$ cat config.mk
export PLATFORM = sky130hd
export DESIGN_NAME = spi_ram_arbiter
export DESIGN_NICKNAME = d
export VERILOG_FILES = /design/src/rtl/spi_ram_arbiter.sv
export SDC_FILE = /design/constraint.sdc
export NUM_CORES = 1
export LEC_CHECK = 0
export CAP_MARGIN = 20
export CORE_UTILIZATION = 67
export CTS_CLUSTER_DIAMETER = 150
export DETAILED_ROUTE_END_ITERATION = 10
export DONT_BUFFER_PORTS = 1
export GPL_TIMING_DRIVEN = 0
export PLACE_DENSITY = 0.89
export SETUP_SLACK_MARGIN = 0.4
export SLEW_MARGIN = 20
export SYNTH_ARGS = -nofsm -noshare
export SYNTH_HDL_FRONTEND = slang
export SYNTH_SLANG_ARGS = --single-unit
export TNS_END_PERCENT = 10
$ cat constraint.sdc
create_clock -name clk -period 2.2 [get_ports clk]
set_input_delay 0.33 -clock clk [delete_from_list [all_inputs] [get_ports clk]]
set_output_delay 0.33 -clock clk [all_outputs]
set_load 0.01 [all_outputs]
$ cat src/rtl/spi_ram_arbiter.sv
// Arbitrates one single-port synchronous RAM between a decoded SPI command stream and a host port.
// Sequences each access (IDLE/ACCESS/WAIT/RESP) and returns read data to whichever side owns it.
module spi_ram_arbiter #(
  parameter int ADDR_SIZE = 8,
  parameter int ARB_MODE  = 0
) (
  input  logic                 clk,
  input  logic                 rst,
  input  logic [9:0]           rx_data,
  input  logic                 rx_valid,
  output logic [7:0]           tx_data,
  output logic                 tx_valid,
  input  logic                 host_req,
  input  logic                 host_we,
  input  logic [ADDR_SIZE-1:0] host_addr,
  input  logic [7:0]           host_wdata,
  output logic                 host_gnt,
  output logic [7:0]           host_rdata,
  output logic                 host_rvalid,
  output logic                 ram_en,
  output logic                 ram_we,
  output logic [ADDR_SIZE-1:0] ram_addr,
  output logic [7:0]           ram_wdata,
  input  logic [7:0]           ram_rdata,
  output logic                 spi_ovf
);

  typedef enum logic [1:0] {IDLE, ACCESS, WAIT, RESP} state_t;

  state_t               state;
  logic                 owner_host;
  logic                 rr_last_host;
  logic [ADDR_SIZE-1:0] wr_addr;
  logic [ADDR_SIZE-1:0] rd_addr;
  logic [ADDR_SIZE-1:0] spi_addr;
  logic                 pend_valid;
  logic                 pend_we;
  logic [ADDR_SIZE-1:0] pend_addr;
  logic [7:0]           pend_data;
  logic                 spi_data_cmd;
  logic                 grant_spi;
  logic                 grant_host;

  // SPI carries 8 address bits: zero-extend or truncate to the RAM address width
  genvar gi;
  generate
    for (gi = 0; gi < ADDR_SIZE; gi++) begin : g_spi_addr
      if (gi < 8) begin : g_bit
        assign spi_addr[gi] = rx_data[gi];
      end else begin : g_zero
        assign spi_addr[gi] = 1'b0;
      end
    end
  endgenerate

  // rx_data[8] set marks the data commands (01 write, 11 read)
  assign spi_data_cmd = rx_valid && rx_data[8];

  always_comb begin
    grant_spi  = 1'b0;
    grant_host = 1'b0;
    if (state == IDLE) begin
      if (pend_valid && host_req) begin
        if ((ARB_MODE == 1) || rr_last_host) grant_spi = 1'b1;
        else                                 grant_host = 1'b1;
      end else if (pend_valid) begin
        grant_spi = 1'b1;
      end else if (host_req) begin
        grant_host = 1'b1;
      end
    end
  end

  always_ff @(posedge clk) begin
    if (rst) begin
      state        <= IDLE;
      owner_host   <= 1'b0;
      rr_last_host <= 1'b1;
      wr_addr      <= '0;
      rd_addr      <= '0;
      pend_valid   <= 1'b0;
      pend_we      <= 1'b0;
      pend_addr    <= '0;
      pend_data    <= '0;
      spi_ovf      <= 1'b0;
      tx_data      <= '0;
      tx_valid     <= 1'b0;
      host_gnt     <= 1'b0;
      host_rdata   <= '0;
      host_rvalid  <= 1'b0;
      ram_en       <= 1'b0;
      ram_we       <= 1'b0;
      ram_addr     <= '0;
      ram_wdata    <= '0;
    end else begin
      tx_valid    <= 1'b0;
      host_rvalid <= 1'b0;
      host_gnt    <= 1'b0;

      if (rx_valid && (rx_data[9:8] == 2'b00)) wr_addr <= spi_addr;
      if (rx_valid && (rx_data[9:8] == 2'b10)) rd_addr <= spi_addr;

      // A slot released by this cycle's grant may be refilled in the same cycle
      if (grant_spi) pend_valid <= 1'b0;
      if (spi_data_cmd) begin
        if (pend_valid && !grant_spi) begin
          spi_ovf <= 1'b1;
        end else begin
          pend_valid <= 1'b1;
          pend_we    <= !rx_data[9];
          pend_addr  <= rx_data[9] ? rd_addr : wr_addr;
          pend_data  <= rx_data[7:0];
        end
      end

      case (state)
        IDLE: begin
          if (grant_spi) begin
            ram_en       <= 1'b1;
            ram_we       <= pend_we;
            ram_addr     <= pend_addr;
            ram_wdata    <= pend_data;
            owner_host   <= 1'b0;
            rr_last_host <= 1'b0;
            state        <= ACCESS;
          end else if (grant_host) begin
            ram_en       <= 1'b1;
            ram_we       <= host_we;
            ram_addr     <= host_addr;
            ram_wdata    <= host_wdata;
            host_gnt     <= 1'b1;
            owner_host   <= 1'b1;
            rr_last_host <= 1'b1;
            state        <= ACCESS;
          end
        end
        ACCESS: begin
          ram_en <= 1'b0;
          ram_we <= 1'b0;
          state  <= ram_we ? IDLE : WAIT;
        end
        WAIT: begin
          if (owner_host) begin
            host_rdata  <= ram_rdata;
            host_rvalid <= 1'b1;
          end else begin
            tx_data  <= ram_rdata;
            tx_valid <= 1'b1;
          end
          state <= RESP;
        end
        default: state <= IDLE;
      endcase
    end
  end

endmodule
After elaboration in Yosys (flattened, before gate mapping) --
Index checks and enable logic that the tools add are counted.
Operators by class: equal/unequal tests 4, muxes and demuxes 31, bitwise logic cells 4, reductions and logical operators 19
Operators with widths (number):
- $mux W8 | 5
- $mux W1 | 20
- $reduce_and A2 Y1 | 6
- $mux W2 | 3
- $pmux W2 S3 | 1
- $logic_and A1 B1 Y1 | 5
- $eq A2 B2 Y1 const B | 2
- $logic_not A2 Y1 | 2
- $not A1 Y1 | 4
- $pmux W1 S2 | 2
- $reduce_bool A2 Y1 | 2
- $ne A3 B3 Y1 const B | 1
- $reduce_or A3 Y1 | 1
- $eq A2 B1 Y1 const B | 1
- $logic_not A1 Y1 | 2
- $reduce_or A2 Y1 | 1
Word-level totals: register bits 76, bits of input ports 39, output and inout bits 38, word-level logic and storage cells 77

Depth between registers and ports, before layout --
Gate-level depths: netlist of the first run.
word-level depth 7, depth in mapped cells 7, depth with buffers taken out 4

Worst setup path before layout of the first run --
OpenSTA, ideal clock, no wires.
kind flip-flop to flip-flop, from reg state[0], to reg ram_addr[0], arrival 1.255 ns, slack 0.857 ns, cell stages (with the launch flop) 8, buffers on the path 3, clock period less this slack 1.343 ns, path through dfxtp_1 > buf_6 > nor2_4 > and3_1 > buf_6 > buf_12 > nor3_4 > nor4_2
On the way: longest elaborated chain between the ends 4, elaborated cells on any way between the ends 6, classes of those cells 3 x mux; 3 x reduce/logical
Ends and longest elaborated chain:
- start, declared | line 30 | state_t state;
- start signal, assigned | line 140 | state <= ram_we ? IDLE : WAIT;
- $logic_not A2 Y1 (*) | line 62, 116
- $mux W1 | line 62 | if (state == IDLE) begin
- $reduce_bool A2 Y1 (no source line)
- $reduce_and A2 Y1 (no source line)
- end signal, assigned | line 121 | ram_addr <= pend_addr;
- end signal, assigned | line 129 | ram_addr <= host_addr;
- end, declared | line 22 | output logic [ADDR_SIZE-1:0] ram_addr,
Every way passes the cells marked *; elsewhere a longest branch is shown, timed or not. A chain may end at the register's enable or synchronous reset.

Final worst setup path of the first run --
from reg pend_valid, to reg ram_we
On the way: longest elaborated chain between the ends 5, elaborated cells on any way between the ends 11, classes of those cells 1 x eq/ne; 8 x mux; 2 x reduce/logical
Ends and longest elaborated chain:
- start, declared | line 36 | logic pend_valid;
- start signal, assigned | line 81 | pend_valid <= 1'b0;
- start signal, assigned | line 104 | if (grant_spi) pend_valid <= 1'b0;
- start signal, assigned | line 109 | pend_valid <= 1'b1;
- $mux W1 or $logic_and A1 B1 Y1 (tied branches) | line 66, 63
- $mux W1 | line 63 | if (pend_valid && host_req) begin
- $mux W1 | line 62
- $mux W1 or $ne A3 B3 Y1 (tied branches)
- $pmux W1 S2 or $reduce_and A2 Y1 (tied branches)
- end signal, assigned | line 120 | ram_we <= pend_we;
- end signal, assigned | line 128 | ram_we <= host_we;
- end, declared | line 21 | output logic ram_we,
Several ways; a longest one is shown, not always the timed one.

==> results of run 1 <==
[flip-flops by register name (all words and copies together) (netlist names)]
signal,count
rd_addr,8
tx_data,8
pend_we,1
tx_valid,1
spi_ovf,1
ram_we,1
owner_host,1
rr_last_host,1
wr_addr,8
pend_data,8
pend_addr,8
host_rvalid,1
host_gnt,1
state,2
pend_valid,1
host_rdata,8
ram_wdata,8
ram_en,1
ram_addr,8
[cells in the final DEF (no fill, tap or decap), types with 2 or more instances in the layout]
master and n:
buf_6 3, dfxtp_1 76, o21ai_0 10, nor3_2 8, nand3_1 16, nor2_1 64, nor4_1 8, buf_1 2
nor3_1 9, clkbuf_1 9, buf_4 2, clkbuf_8 11, a211oi_1 10, buf_2 8, nor4_2 9, clkinv_2 3
nor3_4 3, a21oi_1 31, nand2_1 13, mux2i_1 32
[area by class of cell]
cell class / count / share of cell area
Buffer: 24 / 0.04382
Multi-Input combinational cell: 227 / 0.4255
Clock inverter: 4 / 0.007116
Inverter: 2 / 0.002247
Clock buffer: 12 / 0.04644
Sequential cell: 76 / 0.4554
Tap cell: 52 / 0.01948
[logic make-up (layout without fill, tap and decap cells)]
group | Yosys count | after routing
AOI/OAI and AO/OA | 56 | 56
DFF | 76 | 76
buffers and inverters | 26 | 42
muxes | 32 | 32
and+or+nand+nor | 139 | 139
[worst max path at each step]
stage / startpoint / to / slack, ns
CTS: state[0] / ram_we / 0.65
floorplan: state[0] / ram_addr[0] / 0.86
global route: pend_valid / ram_we / 0.56
global placement: state[1] / tx_data[7] / 0.74
finish: pend_valid / ram_we / 0.64
detailed placement: state[1] / tx_data[7] / 0.70
[through the flow]
step           hold slack (ns)  worst slack [ns]  total power (W)
2_1_floorplan           0.4543            0.8573         0.001864
3_3_place_gp            0.4711            0.7364         0.001925
3_5_place_dp            0.4751            0.6951         0.001938
4_1_cts                 0.1208            0.6543         0.002873
5_1_grt                 0.1268            0.5553         0.002982
6_report                0.1275            0.6419         0.002861
[power by group through the flow]
| stage | sequential (W) | clock (W) | combinational [W] |
|---|---|---|---|
| after global placement | 0.00158 | 0 | 0.000345 |
| after detailed placement | 0.00158 | 0 | 0.000356 |
| after CTS | 0.00155 | 0.000961 | 0.000360 |
| after global routing | 0.00156 | 0.00102 | 0.000400 |
| final | 0.00155 | 0.000948 | 0.000361 |
| after floorplan | 0.00157 | 0 | 0.000297 |
[routing by layer]
metal,track usage,vias up,part of all wire
met5,0,-,0
met4,0.1178,0,0.017
met3,0.07937,14,0.091
met2,0.4380,110,0.46
met1,0.3679,1128,0.43
li1,-,1175,-
[worst register-to-register path, stage by stage, from the launching register on]
cell and delay (ns):
dfxtp_1 0.30, buf_2 0.15, o21ai_2 0.39, buf_4 0.30, nor3_1 0.09, nor3_1 0.23
==> flow_summary.ini, run 1 <==
[sta]
max_freq_mhz = 641.8
rsz0062_at_grt = false
finalCritPeriodShare = 0.7082
skew_ns = 0.01204
tns_ns = 0
maxSlewHeadroom = 0.5698
setup_viol = 0
period_needed_ns = 1.558
finalMaxSlewViolations = 0
hold_viol = 0
tightest_slew_ns = 0.6453

[detailed_routing]
wl_per_cell_um = 16.86
via_per_inst = 6.113
drc = 0
ant_nets = 0
wl_mm = 6.695
firstDrtPassIters = 5
drtIter0Drc = 115
dr_total_vias = 2427

[logic_synthesis]
syn_nets = 368
yosysWarnings = 0
synth-seq-cells = 76
synthXorXnorAreaFrac = 0
avgSynthCellArea_um2 = 9.413
synth_top_area_frac = 0.4913
synthArstFlopShare = 0
syn_inst = 329
synth_edf_count = 0
synthSimpleGateAreaFrac = 0.2501
ys_top_cells_by_count = 76 x dfxtp_1, 64 x nor2_1, 32 x mux2i_1
synth_cell_types = 35
synth_top_family_by_area = simple AND/OR/NAND/NOR gates
synth_fa_ha_area_frac = 0
synth_area_leaders = dfxtp_1 49%, mux2i_1 10%, nor2_1 7.8%
muxShareOfSynthArea = 0.1034
synth_compound_area_frac = 0.1055
synth.most_common_cell = dfxtp_1
yosys.area.top_type = dfxtp_1
syn_area_mm2 = 0.003097
yosysSeqAreaShare = 0.4913
ys.flop_type = dfxtp_1

[setup_path]
start_kind = flop
rr_endpoint = ram_we
cp_slowest_stage_delay_ns = 0.39
crit_cells = 5
worstSetupEndpointType = flop
r2r_cells = 5
critical_path.top_delay_family = buffers and inverters
cpMaxStageDelayCell = o21ai_2
r2r_start = pend_valid
path_common_cell = nor3_1
cp_max_fo = 10
cp_num_buf_inv = 2
cp.arrival_ns = 1.81
criticalPathCategory = flop to flop
crit_chain = buf_2 -> o21ai_2 -> buf_4 -> nor3_1 -> nor3_1
cp.required_ns = 2.46
regToRegSetupSlack_ns = 0.64

[cts]
clkSinkCount = 76
cts_tree = yes
holdBufCountCts = 0
root_buffer = clkbuf_8
clock_latency_ns = 0.35
h-tree-depth = 3
clock_path_buffers = 2
clk_pin_slew_ns = 0.08
cts.repair.resized = 0
postCtsSetupRepairBufs = 0
cts-buffers-inserted = 9

[power]
p_comb_frac = 0.126
p_leak_nw = 1.272
clkPwrFrac = 0.331
power_switching_w = 0.0007859
p_int_w = 0.002075
seq_power_share = 0.542
vdd_drop_max_mv = 0.5320
swShare = 0.2747
power.density_mw_per_mm2 = 856.5

[global_route]
grtUsageTotal = 0.2815
grt_pass1_vias = 2275
grt_pass1_wl_mm = 10.91
grt_max_degree = 13
antenna_found_initial = 0
grt.overflow.total = 0

[final_layout]
multi_input_area_mm2 = 0.001421
final_cells = 397
final_nets = 379
drive_above_1_share = 0.1594
area_growth_pct = 7.879
nFillCells = 298
fin_area_mm2 = 0.003341
seq_area_mm2 = 0.001521
post-route-util = 0.7620
diodes = 0

[floorplanning]
die_area_mm2 = 0.004898
core-area_mm2 = 0.004384
io-pin-count = 77
die_height_um = 69.99
initial_core_util = 0.7063
core.rowCount = 24
die_w_um = 69.99

[place]
postPlaceCellArea_mm2 = 0.003162
port-buffer-count = 0
dp_cells = 381
dp_hpwl_mm = 4.709
place_congestion = 0.8070

[min_path]
hp-start = rx_data[3]
min_path_type = input port to flop
hold_end = pend_data[3]
hold_depth = 2

[flow_run]
maxCapViolations = 0

[run_status]
outcome = complete, no violations
No activity file was read; power rests on OpenSTA's default activity.
==> inputs of run 2 (changes only) <==
--- a/config.mk
+++ b/config.mk
@@ -6,12 +6,12 @@
 export NUM_CORES = 1
 export LEC_CHECK = 0
 export CAP_MARGIN = 20
-export CORE_UTILIZATION = 67
+export CORE_UTILIZATION = 62
 export CTS_CLUSTER_DIAMETER = 150
 export DETAILED_ROUTE_END_ITERATION = 10
 export DONT_BUFFER_PORTS = 1
 export GPL_TIMING_DRIVEN = 0
-export PLACE_DENSITY = 0.89
+export PLACE_DENSITY = 0.84
 export SETUP_SLACK_MARGIN = 0.4
 export SLEW_MARGIN = 20
 export SYNTH_ARGS = -nofsm -noshare
==> constraint.sdc (replaced) <==
create_clock -name clk -period 1.6 [get_ports clk]
set_input_delay 0.24 -clock clk [delete_from_list [all_inputs] [get_ports clk]]
set_output_delay 0.24 -clock clk [all_outputs]
set_load 0.01 [all_outputs]
==> run 2 against run 1 <==
Net effect:
- sequential cell count is the same
- combinational power rose by 90%
- utilization increased by 3.6 points
- critical path type unchanged
- largest power group unchanged
- highest routed layer unchanged
==> flow_summary.ini, run 2 (synthesized netlist as in run 1, its figures left out) <==
[final_layout]
final_cells = 433
diodes = 0
final_common_cell = dfxtp_1
mostFrequentLayoutCells = 73 x dfxtp_1, 63 x nor2_1, 32 x mux2i_1, 27 x a21oi_1, 14 x nand3_1
drive_above_1_share = 0.2568
area_growth_pct = 22.55
nFillCells = 291
final_nets = 400

[global_route]
antenna_found_initial = 0
grt.overflow.total = 0
grtUsageTotal = 0.2915
grt_pass1_wl_mm = 11.47
grt_max_degree = 13
grt_pass1_vias = 2396

[detailed_routing]
firstDrtPassIters = 4
drtIter0Drc = 200
wl_per_cell_um = 17.92
wl_mm = 7.761
drc = 0
dr_total_vias = 2493
ant_nets = 0
via_per_inst = 5.758

[setup_path]
r2r_cells = 5
cp_max_fo = 10
start_kind = flop
regToRegSetupSlack_ns = 0.14
worstSetupEndpointType = flop
r2r_start = rr_last_host
cp.arrival_ns = 1.71
rr_endpoint = pend_we
cp.required_ns = 1.85
criticalPathCategory = flop to flop

[floorplanning]
die_w_um = 72.68
die_height_um = 72.68
core-area_mm2 = 0.004755
io-pin-count = 77
die_area_mm2 = 0.005282
initial_core_util = 0.6513
core.rowCount = 25

[cts]
holdBufCountCts = 0
cts-buffers-inserted = 9
clock_path_buffers = 2
h-tree-depth = 3
clock_latency_ns = 0.34
clk_pin_slew_ns = 0.08
cts_tree = yes
root_buffer = clkbuf_8
clkSinkCount = 76

[sta]
finalCritPeriodShare = 0.9152
tightest_slew_ns = 0.6540
max_freq_mhz = 682.9
setup_viol = 0
period_needed_ns = 1.464
hold_viol = 0
maxSlewHeadroom = 0.5640
finalMaxSlewViolations = 0
rsz0062_at_grt = true
skew_ns = 0.007908
tns_ns = 0

[flow_run]
maxCapViolations = 0

[min_path]
min_path_type = input port to flop
hold_depth = 2
hold_end = pend_data[3]
hp-start = rx_data[3]

[power]
vdd_drop_max_mv = 0.7098
power.density_mw_per_mm2 = 1177
p_leak_nw = 1.447
power_w = 0.004466

[place]
dp_hpwl_mm = 4.770
place_congestion = 0.7658
dp_cells = 396
port-buffer-count = 0

[run_status]
outcome = complete, no violations
==> run 2: changes by cell type in the layout (fill, tap and decap cells not counted), sizes merged <==
| cell | delta |
|---|---|
| buf | +21 |
| clkinv | -3 |
| bufinv | +2 |
| clkbuf | +1 |
==> run 2: worst max-delay path by stage <==
stage / start / end / slack (ns)
floorplan: state[0] / ram_addr[1] / 0.32
global placement: pend_valid / ram_we / 0.16
detailed placement: state[0] / ram_we / 0.07
CTS: state[0] / ram_we / 0.23
global route: rr_last_host / pend_we / 0.1
finish: rr_last_host / pend_we / 0.14
==> run 2: critical path: stages, from the launching register on <==
cell      delay, ns
dfxtp_2        0.35
nand2b_4       0.16
buf_4          0.15
a21boi_4       0.30
nor2_4         0.12
a211oi_1       0.30
==> run 2: cell type report <==
| cell class | count | area [um2] | area share |
|---|---|---|---|
| Inverter | 2 | 7.507 | 0.001978 |
| Tap cell | 67 | 83.83 | 0.02209 |
| Multi-Input combinational cell | 227 | 1562 | 0.4115 |
| Clock buffer | 13 | 158.9 | 0.04187 |
| Buffer | 24 | 176.4 | 0.04649 |
| Clock inverter | 3 | 68.82 | 0.01813 |
| Sequential cell | 76 | 1528 | 0.4026 |
| Timing Repair Buffer | 21 | 210.2 | 0.05539 |
==> run 2: layer usage <==
metal	vias to the layer above	global-route usage	share of wire
li1	1220	-	-
met1	1165	0.3681	0.41
met2	94	0.4590	0.49
met3	14	0.09945	0.082
met4	0	0.1155	0.019
met5	-	0	0
==> run 2: power breakdown <==
group	switching, W	internal, W	total, W
clock network	0.000669	0.000968	0.00164
registers	0.000126	0.00202	0.00214
logic	0.000374	0.000311	0.000685
total	0.00117	0.00330	0.00447
==> run 2: timing repair <==
item	in CTS	in global routing
setup buffers	10	8
resized for setup	22	22
gates cloned	3	0
pin swaps	13	10
endpoints found under the setup margin	53	57
==> run 2: metrics by stage <==
step,setup slack (ns),instance area [um2],hold WS (ns),util
2_1_floorplan,0.3203,3117,0.3839,-
3_3_place_gp,0.1578,3201,0.3876,0.6732
3_5_place_dp,0.07153,3201,0.3938,0.6732
4_1_cts,0.2345,3635,0.02955,0.7645
5_1_grt,0.09539,3795,0.02573,0.7982
6_report,0.1356,3795,0.03676,0.7982
==> inputs of run 3 (changes only) <==
--- a/config.mk
+++ b/config.mk
@@ -11,7 +11,7 @@
 export DETAILED_ROUTE_END_ITERATION = 10
 export DONT_BUFFER_PORTS = 1
 export GPL_TIMING_DRIVEN = 0
-export PLACE_DENSITY = 0.84
+export PLACE_DENSITY = 0.78
 export SETUP_SLACK_MARGIN = 0.4
 export SLEW_MARGIN = 20
 export SYNTH_ARGS = -nofsm -noshare
==> run 3 against run 2 <==
Net effect:
- power rose by 3.0%
- first-iteration DRC count increased by 16%
- global-route usage is 0.74 points higher
- clock power rose by 10%
- sequential power about the same
- die area unchanged
- hold slack got worse by 0.020 ns
==> flow_summary.ini, run 3 (synthesized netlist as in run 1, its figures left out) <==
[sta]
rsz0062_at_grt = true
tns_ns = 0
max_freq_mhz = 714.1
maxSlewHeadroom = 0.5699
period_needed_ns = 1.400
hold_viol = 0
setup_viol = 0
finalMaxSlewViolations = 0
finalCritPeriodShare = 0.8752
tightest_slew_ns = 0.6452
skew_ns = 0.009611

[global_route]
grt_max_degree = 15
antenna_found_initial = 0
use_met3 = 0.07873
grt_pass1_wl_mm = 11.89
use_met2 = 0.4766
grt.overflow.total = 0
grt_pass1_vias = 2453
grtUsageTotal = 0.2989
grt_use_met1 = 0.3856
busiest_layer = met2

[setup_path]
cp.arrival_ns = 1.66
cp.required_ns = 1.86
worstSetupEndpointType = flop
r2r_cells = 7
criticalPathCategory = flop to flop
r2r_start = state[0]
rr_endpoint = ram_wdata[0]
start_kind = flop
regToRegSetupSlack_ns = 0.20
cp_max_fo = 4

[final_layout]
area_growth_pct = 21.54
drive_above_1_share = 0.2555
final_cells = 431
final_nets = 398
final_common_cell = dfxtp_1
mostFrequentLayoutCells = 73 x dfxtp_1, 57 x nor2_1, 32 x mux2i_1, 31 x a21oi_1, 16 x nand3_1
diodes = 0

[detailed_routing]
wl_mm = 7.722
wl_per_cell_um = 17.92
drtIter0Drc = 232
dr_total_vias = 2540
drc = 0
via_per_inst = 5.893
ant_nets = 0
firstDrtPassIters = 4

[cts]
clock_latency_ns = 0.36
cts-buffers-inserted = 9
h-tree-depth = 3
clock_path_buffers = 2
holdBufCountCts = 0
cts_tree = yes
root_buffer = clkbuf_8
clkSinkCount = 76
clk_pin_slew_ns = 0.09

[min_path]
min_path_type = input port to flop
hp-start = ram_rdata[0]
hold_depth = 2
hold_end = host_rdata[0]

[floorplanning]
die_area_mm2 = 0.005282
initial_core_util = 0.6513
die_height_um = 72.68
die_w_um = 72.68
core.rowCount = 25
core-area_mm2 = 0.004755
io-pin-count = 77

[power]
vdd_drop_max_mv = 0.7853
power.density_mw_per_mm2 = 1222
p_leak_nw = 1.449

[place]
port-buffer-count = 0
dp_hpwl_mm = 4.800
place_congestion = 0.8194
dp_cells = 396

[run_status]
outcome = complete, no violations

[flow_run]
maxCapViolations = 0
## run 3: how the worst max path moves through the flow
| stage | startpoint | endpoint | slack [ns] |
|---|---|---|---|
| after floorplan | state[0] | ram_addr[1] | 0.32 |
| after global placement | pend_valid | ram_addr[6] | 0.17 |
| after detailed placement | pend_valid | ram_addr[3] | 0.15 |
| after CTS | state[0] | ram_addr[3] | 0.24 |
| after global routing | state[0] | ram_addr[3] | 0.16 |
| final | state[0] | ram_wdata[0] | 0.20 |
## run 3: critical path, stage by stage (launching register included)
cell	delay (ns)
dfxtp_2	0.32
buf_6	0.12
nor2_4	0.15
and3_4	0.20
buf_6	0.12
buf_4	0.12
nor3_2	0.04
nor4_1	0.24
## run 3: cell type report
class	count	area [um2]
multi-input cells	227	1509
plain buffers	24	176.4
repair buffers	19	211.5
well taps	67	83.83
clock inverters	7	123.9
fillers	298	991.0
flip-flops and latches	76	1528
inverters	2	7.507
clock buffers	9	123.9
## run 3: what timing repair did
item                                    4_1_cts  5_1_grt
pin swaps                                     7        2
gates cloned                                  1        0
endpoints found under the setup margin       54       55
buffers inserted                             15        3
resized for setup                            27        6
## run 3: power breakdown
group          internal [W]  total (W)  leakage [nW]  switching, W
Combinational      0.000294   0.000651         0.707      0.000358
Clock               0.00105    0.00181         0.120      0.000760
Sequential          0.00202    0.00214         0.622      0.000126
## run 3: through the flow
step                hold WS, ns  power (W)    util  cell area, um2  setup slack (ns)
finish                  0.01648   0.004600  0.7916            3764            0.1997
global route            0.01965   0.004748  0.7916            3764            0.1567
CTS                     0.02160   0.004538  0.7782            3700            0.2430
detailed placement       0.3952   0.002679  0.6732            3201            0.1454
global placement         0.3894   0.002664  0.6732            3201            0.1744
floorplan                0.3839   0.002572       -            3117            0.3203
## run 3: layer usage
metal  share of wire  wire (um)
met3           0.078        603
met5               0          0
met4           0.015        112
met1            0.44       3424
met2            0.46       3581
